File: src/rtl/mul_div_unit_if.sv
// mul_div_unit_if: start/busy/done handshake and operand/result bus of the
// iterative multiply/divide unit. master = core side, slave = unit side.
`default_nettype none

interface mul_div_unit_if #(
  parameter int DATA_WIDTH = 32
);
  logic                  start;
  logic [2:0]            funct3;
  logic [DATA_WIDTH-1:0] opA;
  logic [DATA_WIDTH-1:0] opB;
  logic                  kill;
  logic                  busy;
  logic                  done;
  logic [DATA_WIDTH-1:0] result;

  modport master (
    output start, funct3, opA, opB, kill,
    input  busy, done, result
  );

  modport slave (
    input  start, funct3, opA, opB, kill,
    output busy, done, result
  );
endinterface

`default_nettype wire

File: src/rtl/mul_div_unit.sv
// mul_div_unit: iterative RV32M MUL/MULH/MULHSU/MULHU/DIV/DIVU/REM/REMU,
// one bit per cycle (shift-add multiply, restoring divide) on magnitudes.
`default_nettype none

module mul_div_unit #(
  parameter int DATA_WIDTH = 32
) (
  input  logic            clk,
  input  logic            rst,
  mul_div_unit_if.slave   bus
);
  localparam int W  = DATA_WIDTH;
  localparam int CW = (W > 1) ? $clog2(W) : 1;
  localparam logic [CW-1:0] LAST = CW'(W - 1);
  localparam logic [W-1:0]  SMIN = {1'b1, {(W-1){1'b0}}};

  typedef enum logic [1:0] {
    IDLE = 2'd0,
    CALC = 2'd1,
    DONE = 2'd2
  } state_t;

  state_t         state, state_next;
  logic [CW-1:0]  cnt;
  logic [2:0]     op;
  logic           neg;
  logic [W-1:0]   oper;
  logic [2*W-1:0] acc, acc_next;
  logic [W-1:0]   result_q, result_next;
  logic           accept, load;

  // Decode of the live request, used only at the accepting edge
  logic         is_div_in, a_signed, b_signed, a_neg, b_neg, sign_in;
  logic         div_zero, overflow, special;
  logic [W-1:0] mag_a, mag_b, special_val;

  assign is_div_in = bus.funct3[2];
  assign a_signed  = (bus.funct3 == 3'd1) || (bus.funct3 == 3'd2) ||
                     (bus.funct3 == 3'd4) || (bus.funct3 == 3'd6);
  assign b_signed  = (bus.funct3 == 3'd1) || (bus.funct3 == 3'd4) ||
                     (bus.funct3 == 3'd6);
  assign a_neg     = a_signed & bus.opA[W-1];
  assign b_neg     = b_signed & bus.opB[W-1];
  assign mag_a     = a_neg ? (~bus.opA + 1'b1) : bus.opA;
  assign mag_b     = b_neg ? (~bus.opB + 1'b1) : bus.opB;
  // Remainder follows the dividend; everything else follows the sign product
  assign sign_in   = (bus.funct3 == 3'd6) ? a_neg : (a_neg ^ b_neg);

  assign div_zero    = is_div_in && (bus.opB == '0);
  assign overflow    = ((bus.funct3 == 3'd4) || (bus.funct3 == 3'd6)) &&
                       (bus.opA == SMIN) && (bus.opB == '1);
  assign special     = div_zero || overflow;
  assign special_val = div_zero ? (bus.funct3[1] ? bus.opA : '1)
                                : (bus.funct3[1] ? '0 : SMIN);

  // One iteration. Multiply: acc = {partial, multiplier}, shifted right.
  // Divide: acc = {remainder, dividend/quotient}, shifted left.
  logic [W:0]     sum, shifted, diff;
  logic [2*W-1:0] prod;
  logic [W-1:0]   q_fix, r_fix, final_val;

  assign sum     = {1'b0, acc[2*W-1:W]} + (acc[0] ? {1'b0, oper} : {(W+1){1'b0}});
  assign shifted = acc[2*W-1:W-1];
  assign diff    = shifted - {1'b0, oper};

  always_comb begin
    acc_next = acc;
    if (op[2]) begin
      if (diff[W]) acc_next = {shifted[W-1:0], acc[W-2:0], 1'b0};
      else         acc_next = {diff[W-1:0],    acc[W-2:0], 1'b1};
    end else begin
      acc_next = {sum, acc[W-1:1]};
    end
  end

  assign prod      = neg ? (~acc_next + 1'b1) : acc_next;
  assign q_fix     = neg ? (~acc_next[W-1:0] + 1'b1) : acc_next[W-1:0];
  assign r_fix     = neg ? (~acc_next[2*W-1:W] + 1'b1) : acc_next[2*W-1:W];
  assign final_val = op[2] ? (op[1] ? r_fix : q_fix)
                           : ((op[1:0] == 2'd0) ? prod[W-1:0] : prod[2*W-1:W]);

  always_comb begin
    state_next  = state;
    accept      = 1'b0;
    load        = 1'b0;
    result_next = result_q;
    case (state)
      IDLE, DONE: begin
        state_next = IDLE;
        if (!bus.kill && bus.start) begin
          accept = 1'b1;
          if (special) begin
            state_next  = DONE;
            load        = 1'b1;
            result_next = special_val;
          end else begin
            state_next = CALC;
          end
        end
      end
      CALC: begin
        if (bus.kill) begin
          state_next = IDLE;
        end else if (cnt == LAST) begin
          state_next  = DONE;
          load        = 1'b1;
          result_next = final_val;
        end
      end
      default: state_next = IDLE;
    endcase
  end

  always_ff @(posedge clk or negedge rst) begin
    if (!rst) begin
      state    <= IDLE;
      cnt      <= '0;
      op       <= '0;
      neg      <= 1'b0;
      oper     <= '0;
      acc      <= '0;
      result_q <= '0;
    end else begin
      state <= state_next;
      if (load) result_q <= result_next;
      if (accept) begin
        op   <= bus.funct3;
        neg  <= sign_in;
        oper <= is_div_in ? mag_b : mag_a;
        acc  <= {{W{1'b0}}, (is_div_in ? mag_a : mag_b)};
        cnt  <= '0;
      end else if (state == CALC) begin
        acc <= acc_next;
        cnt <= cnt + CW'(1);
      end
    end
  end

  assign bus.busy   = (state == CALC);
  assign bus.done   = (state == DONE);
  assign bus.result = result_q;

endmodule

`default_nettype wire

File: src/flat_wrapper.sv
// flat-port wrapper written by rule: the top's interface ports become plain ports
module mul_div_unit_flat 
#(
  parameter int DATA_WIDTH = 32
)
  (clk, rst, bus_start, bus_funct3, bus_opA, bus_opB, bus_kill, bus_busy, bus_done, bus_result);
  mul_div_unit_if #(.DATA_WIDTH(DATA_WIDTH)) bus_i ();
  input  logic clk;
  input  logic rst;
  input wire logic [$bits(bus_i.start)-1:0] bus_start;
  input wire logic [$bits(bus_i.funct3)-1:0] bus_funct3;
  input wire logic [$bits(bus_i.opA)-1:0] bus_opA;
  input wire logic [$bits(bus_i.opB)-1:0] bus_opB;
  input wire logic [$bits(bus_i.kill)-1:0] bus_kill;
  output wire logic [$bits(bus_i.busy)-1:0] bus_busy;
  output wire logic [$bits(bus_i.done)-1:0] bus_done;
  output wire logic [$bits(bus_i.result)-1:0] bus_result;
  assign bus_i.start = bus_start;
  assign bus_i.funct3 = bus_funct3;
  assign bus_i.opA = bus_opA;
  assign bus_i.opB = bus_opB;
  assign bus_i.kill = bus_kill;
  assign bus_busy = bus_i.busy;
  assign bus_done = bus_i.done;
  assign bus_result = bus_i.result;
  mul_div_unit #(.DATA_WIDTH(DATA_WIDTH)) u_core (.clk(clk), .rst(rst), .bus(bus_i));
endmodule
File: config.mk
export PLATFORM = sky130hd
export DESIGN_NAME = mul_div_unit_flat
export DESIGN_NICKNAME = d
export VERILOG_FILES = /design/src/rtl/mul_div_unit_if.sv /design/src/rtl/mul_div_unit.sv /design/src/flat_wrapper.sv
export SDC_FILE = /design/constraint.sdc
export NUM_CORES = 1
export LEC_CHECK = 0
export CORE_ASPECT_RATIO = 1.25
export CORE_MARGIN = 1
export CORE_UTILIZATION = 55
export DETAILED_ROUTE_END_ITERATION = 16
export GPL_TIMING_DRIVEN = 1
export MAX_ROUTING_LAYER = met4
export PLACE_DENSITY = 0.82
export SYNTH_ARGS = -nofsm -noshare
export SYNTH_HDL_FRONTEND = slang
export SYNTH_SLANG_ARGS = --single-unit
File: constraint.sdc
create_clock -name clk -period 10.34 [get_ports clk]
set_clock_uncertainty 0.05 [all_clocks]
set_input_delay 1.034 -clock clk [delete_from_list [all_inputs] [get_ports clk]]
set_output_delay 1.034 -clock clk [all_outputs]
set_load 0.05 [all_outputs]
# Word-level counts from Yosys, hierarchy flattened

Cells that the tools add are included.

Flip-flop bits (word level): 139
Output and inout port bits: 34

Bitwise gates (word level): 8
Equal/unequal tests: 14
Add/sub/neg operators: 8
Reductions and logical operators: 19
Mux-type cells: 38

Operators with widths:

| cell                                                                    | count |
|---|---|
| 32-bit 2-to-1 mux                                                       | 17 |
| 64-bit 2-to-1 mux                                                       | 5 |
| 32-bit by 1-bit adder with 32-bit output, second input constant         | 4 |
| 32-bit inverter                                                         | 4 |
| 64-bit by 1-bit adder with 64-bit output, second input constant         | 1 |
| 32-bit equality test, second input constant                             | 2 |
| 64-bit inverter                                                         | 1 |
| 32-bit one-hot mux with 2 select lines                                  | 1 |
| 32-bit by 33-bit adder with 33-bit output                               | 1 |
| 33-bit by 32-bit subtractor with 33-bit output                          | 1 |
| 32-bit logical NOT                                                      | 1 |
| 5-bit 2-to-1 mux                                                        | 2 |
| 2-bit 2-to-1 mux                                                        | 4 |
| 1-bit logical OR                                                        | 7 |
| 1-bit 2-to-1 mux                                                        | 7 |
| 3-bit equality test, second input constant                              | 2 |
| 2-bit by 1-bit inequality test with 1-bit output, second input constant | 3 |
| 6-bit AND reduction                                                     | 1 |
| 5-bit by 1-bit adder with 5-bit output, second input constant           | 1 |
| 5-bit equality test, second input constant                              | 1 |
| 1-bit logical AND                                                       | 4 |
| 2-bit logical NOT                                                       | 2 |
| 2-bit one-hot mux with 2 select lines                                   | 1 |
| 2-bit nonzero test                                                      | 2 |
| other kinds (11)                                                        | 12 |

# Longest topological paths before layout

Gate-level depths: netlist (run 1).

Word-level depth: 11
Gate-level depth with buffers: 27

# Worst setup path before layout (run 1)

Ideal clock, no wire load.

Kind: reg-to-reg
Start point: register u_core.acc[31]
End point: register u_core.result_q[24] (netlist: u_core.bus.result[24])
Arrival time: 5219 ps
Stages on the path, launching flop included: 20
Slack: 4949 ps
Cell sequence: dfrtp_1 > inv_1 > ha_1 > inv_1 > fa_1 > a211oi_1 > o211ai_1 > and4_1 > o211ai_1 > nand3_1 > nand2_4 > mux2_2 > o21ai_0 > ha_1 > a21bo_2 > or3_1 > or4_4 > mux2i_1 > or4b_1 > o22a_1

Word-level cells in the longest chain between the ends: 11
Elaborated cells on any way between the ends: 18

RTL lines:

| item                                                             | line                                   | text |
|---|---|---|
| start: declaration                                               | mul_div_unit.sv:28                     | `logic [2*W-1:0] acc, acc_next;` |
| start signal: assignment                                         | mul_div_unit.sv:130                    | `acc <= {{W{1'b0}}, (is_div_in ? mag_a : mag_b)};` |
| start signal: assignment                                         | mul_div_unit.sv:133                    | `acc <= acc_next;` |
| 33-bit by 32-bit subtractor with 33-bit output                   | mul_div_unit.sv:64                     | `assign diff = shifted - {1'b0, oper};` |
| 64-bit 2-to-1 mux                                                | mul_div_unit.sv:69                     | `if (diff[W]) acc_next = {shifted[W-1:0], acc[W-2:0], 1'b0};` |
| 64-bit 2-to-1 mux *                                              | mul_div_unit.sv:68                     | `if (op[2]) begin` |
| 64-bit inverter (tied with other cells)                          | mul_div_unit.sv:76                     | `assign prod = neg ? (~acc_next + 1'b1) : acc_next;` |
| 64-bit by 1-bit adder with 64-bit output (tied with other cells) | mul_div_unit.sv:76                     |  |
| 64-bit 2-to-1 mux (tied with other cells)                        | mul_div_unit.sv:76                     |  |
| 32-bit 2-to-1 mux (on tied branches)                             | mul_div_unit.sv:80, mul_div_unit.sv:79 |  |
| 32-bit 2-to-1 mux *                                              | mul_div_unit.sv:79                     | `assign final_val = op[2] ? (op[1] ? r_fix : q_fix)` |
| 32-bit 2-to-1 mux *                                              | mul_div_unit.sv:104                    | `end else if (cnt == LAST) begin` |
| 32-bit 2-to-1 mux *                                              | mul_div_unit.sv:102                    | `if (bus.kill) begin` |
| 32-bit one-hot mux with 2 select lines *                         | mul_div_unit.sv:87                     | `case (state)` |
| end signal: assignment                                           | mul_div_unit.sv:125                    | `if (load) result_q <= result_next;` |
| end: declaration                                                 | mul_div_unit.sv:29                     | `logic [W-1:0] result_q, result_next;` |

Every way passes the cells marked *; elsewhere a longest branch is shown, timed or not. The select of a mux whose other input is x is not followed.
A chain may end at the register's enable or synchronous reset.

# Final worst setup path (run 1)

Same ends and word-level chain as after synthesis.

==> flow_summary.ini, run 1 <==
[status]
status = complete, but fails checks
violations = max-capacitance violations, max-slew violations

[synth]
dominantRegCellSynth = dfrtp_1
synth-edff-count = 0
ys_seq_elements = 139
synth.avg_cell_area_um2 = 7.10
ys.warnings.count = 0
post_synth_num_cell_types = 91
postSynthCellCount = 2328
asyncSetResetFlopFracSynth_pct = 100
postSynthNetCount = 2472
synth_seq_area_share_pct = 21.0
synth_area_um2 = 16500

[power_and_ir_drop]
power.combinational.fraction_pct = 73.2
static_power_due_to_leakage_nw = 7.41
max-vdd-ir-drop_mv = 0.181
power.density_cell_area_nw_per_um2 = 317
intPower_w = 0.00244
power.switching_w = 0.00338
clkPwrFrac_pct = 11.2
sw_frac_of_total_pct = 58.1
power_share_of_the_sequential_group_pct = 15.6

[global_routing]
congestion_overflow_gr = 0
grt_start_max_net_pins = 92
grt_pass1_wl_um = 111000
first_global_vias = 18111
grt_antenna_before_repair = 4
grtUsageTotal_pct = 50.3

[worst_setup_path]
cpPeakStageDelay_ns = 0.88
criticalPathCategory = reg2reg
cp_max_fo = 25
critPathArrivalTime_ns = 7.44
cell_breakdown_of_the_critical_path = inv_1, ha_1, inv_1, fa_1, a211oi_1, o211ai_1, and4_1, o211ai_1, nand3_1, nand2_4, mux2_2, o21ai_0, ha_1, a21bo_2, or3_1, or4_4, mux2i_1, or4b_1, o22a_1
slowest_stage = nand3_1
critPathCaptureType = flop
setup.worst_path.start_class = flop
critPathRequiredTime_ns = 10.63

[sta]
finalHoldViolCount = 0
rsz0062_at_grt = false
final_worst_path_cycle_share_pct = 69.1
worst_slew_margin_rel_pct = -3.77
max_freq_mhz = 140
finalSetupViolCount = 0
setup-tns-final_ns = 0
finalCriticalPeriod_ns = 7.15
setup_ws_ns = 3.19
final_max_slew_viol_count = 5
timing_worst_slew_pin_value_ns = 1.54

[cells_and_area]
seqCellArea_um2 = 3480
synthToLayoutAreaGrowth_pct = 11.1
final.fill_count = 2754
post_route_cells_drive_above_1_share_pct = 4.85
nNetsFinal = 2480
multi_input_comb_area_um2 = 12200

[place]
placement.io_buffers = 104
pre_cts_ws_ns = 3.41
hpwl_um = 57000
globalplace.congestion = 1.09

[flow_run]
maxCapViolCount = 1

[die]
die_h_um = 196
initial_utilization_pct = 56.2
boundaryPins = 105
placement_rows = 70
core_region_area_um2 = 29400
design.die.area_um2 = 30700
dieWidth_um = 157

[clocking]
bufs_on_longest_clock_path = 2
clock_sink_count = 139
root_buffer = clkbuf_16
tritoncts.num_buffers = 17
cts-hold-fix-buffers = 0
clkTransAtPathRegs_ns = 0.06
cts_tree = yes
post_cts_setup_buffers = 0
post_cts_resized = 0
clock_insertion_delay_worst_skew_ns = 0.46
clock_tree.htree_level_count = 4

[drt]
drt-pass1-iter-count = 7
routed-via-count = 19315
detailedRoute.firstIterationViolations = 2615
remaining_number_of_nets_flagged_by_the_antenna_check_after_routing = 0
routed_via_density = 7.03
drt_wl_total_um = 74700
wl_per_cell_um = 27.2
remaining_drc_errors = 0

[min_path]
min-delay-path-class = reg2reg
-- worst paths after layout --
kind	from	to	slack [ns]	cells past startpoint
min in group asynchronous	rst	u_core.oper[27]	0.54	1
min reg2reg	u_core.bus.result[19]	u_core.bus.result[19]	0.45	2
max	u_core.acc[31]	u_core.bus.result[24]	3.19	19
max in group asynchronous	rst	u_core.op[2]	8.10	2
min	u_core.bus.result[19]	u_core.bus.result[19]	0.45	2
max reg2reg	u_core.acc[31]	u_core.bus.result[24]	3.19	19
-- kinds of logic after synthesis --
group,after synthesis,share of synthesized area [%]
and+or+nand+nor,859,24.8
DFF,139,21.0
adders and majority gates,73,5.62
buffers and inverters,229,5.35
AOI/OAI and AO/OA,812,31.2
xor gates and xnor gates,161,8.53
muxes,55,3.39
-- flip-flops by register name, indices dropped and copies added (netlist names) --
register / flops
u_core.acc: 64
u_core.bus.result: 32
u_core.oper: 32
u_core.cnt: 5
u_core.op: 3
u_core.state: 2
u_core.neg: 1
-- per-layer routing --
metal	routed length (um)	global-route usage, %
met2	32700	75.9
met3	7410	12.1
met4	8430	46.7
met5	0	-
met1	26200	54.2
-- placed cells by master (no fill, tap or decap), drive strengths merged, types with 71 or more instances in the layout --
cell and count:
nor2 207, o21ai 231, nand2 270, inv 93, nand3 83, xnor2 112
ha 71, dfrtp 139, clkdlybuf4s50 102, a21oi 213, o211ai 77
-- worst max-delay path, delay by kind of cell (launching register included) --
kind	cells	cell delay, ns
AO/OA/AOI/OAI	6	1.81
multiplexers	2	0.51
buffers and inverters	2	0.15
AND/OR/NAND/NOR	6	3.20
flip-flops	1	0.41
adder cells (fa/ha/maj)	3	0.89
-- layout make-up --
type                    count  share of cell area, %
clock buffers              17                   2.32
well taps                 396                   2.70
multi-input cells        1960                   66.4
clock inverters            15                  0.961
repair buffers            133                   6.84
inverters                  85                   1.74
diodes                      3                 0.0409
flip-flops and latches    139                   19.0
-- per-stage QoR --
step | instance area (um2) | std cells | utilization [%] | hold slack [ns] | power, W
after global routing | 18400 | 2748 | 62.4 | 0.476 | 0.00610
after CTS | 18300 | 2745 | 62.3 | 0.442 | 0.00562
after floorplan | 16500 | 2328 | - | 0.414 | 0.00367
after global placement | 17700 | 2713 | 60.3 | 0.418 | 0.00489
after detailed placement | 17700 | 2713 | 60.3 | 0.426 | 0.00494
final | 18400 | 2748 | 62.4 | 0.447 | 0.00582
-- power by group through the flow --
stage	Combinational [W]	Clock [W]	Sequential, W
6_report	0.00426	0.000653	0.000910
5_1_grt	0.00451	0.000671	0.000920
4_1_cts	0.00407	0.000650	0.000894
3_5_place_dp	0.00404	0	0.000902
3_3_place_gp	0.00400	0	0.000893
2_1_floorplan	0.00282	0	0.000852
-- Yosys cell counts (12+ instances only) --
master    instances  area, um2
dfrtp_1         139       3480
a221oi_1         12        105
nand2_1         269       1010
or3_1            28        175
o21a_1           12       90.1
o211ai_1         77        578
o21ai_0         227       1140
xnor2_1         112        981
nand4_1          32        200
nor3_1           68        340
o31ai_1          29        218
mux2i_1          47        470
a211o_1          15        131
clkbuf_1        111        417
nor2_1          207        777
and2_1           54        338
or4_1            14        105
a31oi_1          44        275
inv_1            83        312
nand2b_1         16        100
buf_1            21       78.8
nand3_1          83        415
a21o_1           36        270
ha_1             71        888
nor4_1           20        125
a211oi_1         32        240
a21oi_1         209       1050
and3_1           13       81.3
xor2_1           49        429
No activity file was read; power rests on OpenSTA's default activity.
==> run 2, diff against run 1 <==
--- a/config.mk
+++ b/config.mk
@@ -11,7 +11,7 @@
 export DETAILED_ROUTE_END_ITERATION = 16
 export GPL_TIMING_DRIVEN = 1
 export MAX_ROUTING_LAYER = met4
-export PLACE_DENSITY = 0.82
+export PLACE_DENSITY = 0.85
 export SYNTH_ARGS = -nofsm -noshare
 export SYNTH_HDL_FRONTEND = slang
 export SYNTH_SLANG_ARGS = --single-unit
==> constraint.sdc (replaced) <==
create_clock -name clk -period 6.1 [get_ports clk]
set_clock_uncertainty 0.05 [all_clocks]
set_input_delay 0.61 -clock clk [delete_from_list [all_inputs] [get_ports clk]]
set_output_delay 0.61 -clock clk [all_outputs]
set_load 0.05 [all_outputs]
==> flow_summary.ini, run 2 (synthesis gave the netlist of run 1 again) <==
[sta]
timing_worst_slew_pin_value_ns = 1.15
finalSetupViolCount = 0
final_max_slew_viol_count = 0
rsz0062_at_grt = false
setup-tns-final_ns = 0
final.hold.worst_slack_ns = 0.0116
worst_slew_margin_rel_pct = 21.1
final_worst_path_cycle_share_pct = 97.0
finalHoldViolCount = 0
max_freq_mhz = 169
finalCriticalPeriod_ns = 5.91

[power_and_ir_drop]
power.combinational.fraction_pct = 73.4
power_share_of_the_sequential_group_pct = 15.6
static_power_due_to_leakage_nw = 7.59
sw_frac_of_total_pct = 57.9
intPower_w = 0.00424
totalPowerFinal_w = 0.0101
clkPwrFrac_pct = 10.9
power.density_cell_area_nw_per_um2 = 541
power.switching_w = 0.00584
max-vdd-ir-drop_mv = 0.279

[drt]
routed_via_density = 7.06
wl_per_cell_um = 27.0
drt-pass1-iter-count = 7
remaining_number_of_nets_flagged_by_the_antenna_check_after_routing = 0
remaining_drc_errors = 0
routed-via-count = 19633
detailedRoute.firstIterationViolations = 2635
drt_wl_total_um = 75100

[global_routing]
grt_start_max_net_pins = 104
grt_pass1_wl_um = 112000
first_global_vias = 18500
grtUsageTotal_pct = 50.8
congestion_overflow_gr = 0
grt_antenna_before_repair = 1

[die]
dieWidth_um = 157
placement_rows = 70
initial_utilization_pct = 56.2
boundaryPins = 105
design.die.area_um2 = 30700
core_region_area_um2 = 29400
die_h_um = 196

[clocking]
clock_insertion_delay_worst_skew_ns = 0.45
bufs_on_longest_clock_path = 2
root_buffer = clkbuf_16
clkTransAtPathRegs_ns = 0.07
post_cts_setup_buffers = 0
clock_sink_count = 139
cts-hold-fix-buffers = 0
cts_tree = yes
tritoncts.num_buffers = 17
clock_tree.htree_level_count = 4

[worst_setup_path]
critPathRequiredTime_ns = 6.39
critPathCaptureType = flop
regToRegStartpoint = u_core.acc[31]
criticalPathCategory = reg2reg
critPathArrivalTime_ns = 6.20
setup.worst_path.start_class = flop
rrSetupSlack_ns = 0.19
cell_depth_of_the_worst_flop_to_flop_path = 17
cp_max_fo = 24
r2r-end = u_core.bus.result[31]
cp-startpoint = u_core.acc[31]

[place]
placement.io_buffers = 104
globalplace.congestion = 1.12
hpwl_um = 58200

[cells_and_area]
multi_input_comb_area_um2 = 12200
max_reg_flops = 64
mostFrequentLayoutCell = nand2_1
max_flop_register = u_core.acc
nNetsFinal = 2516
final.fill_count = 2765
synthToLayoutAreaGrowth_pct = 12.7
seqCellArea_um2 = 3480
post_route_cells_drive_above_1_share_pct = 6.29
most_frequent_cells_in_the_layout = 268 x nand2_1, 227 x o21ai_0, 207 x nor2_1, 207 x a21oi_1, 137 x dfrtp_1

[status]
status = finished clean

[min_path]
min-delay-path-class = in2async

[flow_run]
maxCapViolCount = 0
[run 2: cell count changes in the layout (fill, tap and decap cells not counted), moves of 2 or more]
cell,delta
diode_2,-2
buf_4,+36
clkinv_8,+4
inv_6,-3
inv_8,+2
[run 2: worst max-delay path, cell delays in order, from the launching register on]
cell       delay, ns
dfrtp_1         0.42
inv_1           0.10
ha_1            0.18
inv_1           0.06
fa_1            0.42
a211oi_1        0.27
o211ai_1        0.18
and4_1          0.27
o211ai_1        0.43
nand3_1         0.23
buf_4           0.29
a2111oi_0       1.04
a41oi_1         0.12
a211oi_2        0.63
nand2_1         0.18
or4_1           0.52
mux2i_1         0.13
o31a_1          0.30
[run 2: worst max path at each step]
stage	to	slack (ns)	cells past startpoint
after floorplan	u_core.bus.result[24]	0.71	19
after global routing	u_core.bus.result[31]	0.03	17
after detailed placement	u_core.bus.result[12]	0.40	16
after CTS	u_core.bus.result[12]	0.40	16
final	u_core.bus.result[31]	0.19	17
after global placement	u_core.bus.result[12]	0.61	16
[run 2: layout make-up]
class	count	area share (%)
Clock inverter	15	1.03
Multi-Input combinational cell	1960	65.4
Antenna cell	1	0.0134
Sequential cell	139	18.7
Clock buffer	17	2.28
Inverter	85	1.71
Tap cell	396	2.66
Timing Repair Buffer	169	8.19
[run 2: metrics by stage]
step | utilization, % | instance area (um2) | setup slack (ns) | cells
6_report | 63.3 | 18600 | 0.186 | 2782
5_1_grt | 63.3 | 18600 | 0.0328 | 2782
4_1_cts | 63.3 | 18600 | 0.395 | 2781
3_5_place_dp | 61.2 | 18000 | 0.402 | 2749
3_3_place_gp | 61.2 | 18000 | 0.605 | 2749
2_1_floorplan | - | 16500 | 0.709 | 2328
[run 2: repair_timing]
action                                 4_1_cts  5_1_grt
endpoints found under the hold margin        0        0
gates resized for setup                      0        1
setup endpoints to repair                    0        2
[run 2: power by group through the flow]
stage               Sequential (W)  Combinational (W)  Clock [W]
floorplan                  0.00144            0.00478          0
global placement           0.00155            0.00696          0
detailed placement         0.00156            0.00702          0
CTS                        0.00155            0.00708    0.00109
global route               0.00160            0.00783    0.00113
finish                     0.00158            0.00740    0.00110
[run 2: routing by layer]
layer,vias up,GRT usage [%],routed length (um)
met5,-,-,0
met4,0,49.1,8770
met3,435,11.2,7250
met2,1370,76.4,33000
met1,9165,54.7,26100
li1,8663,-,-
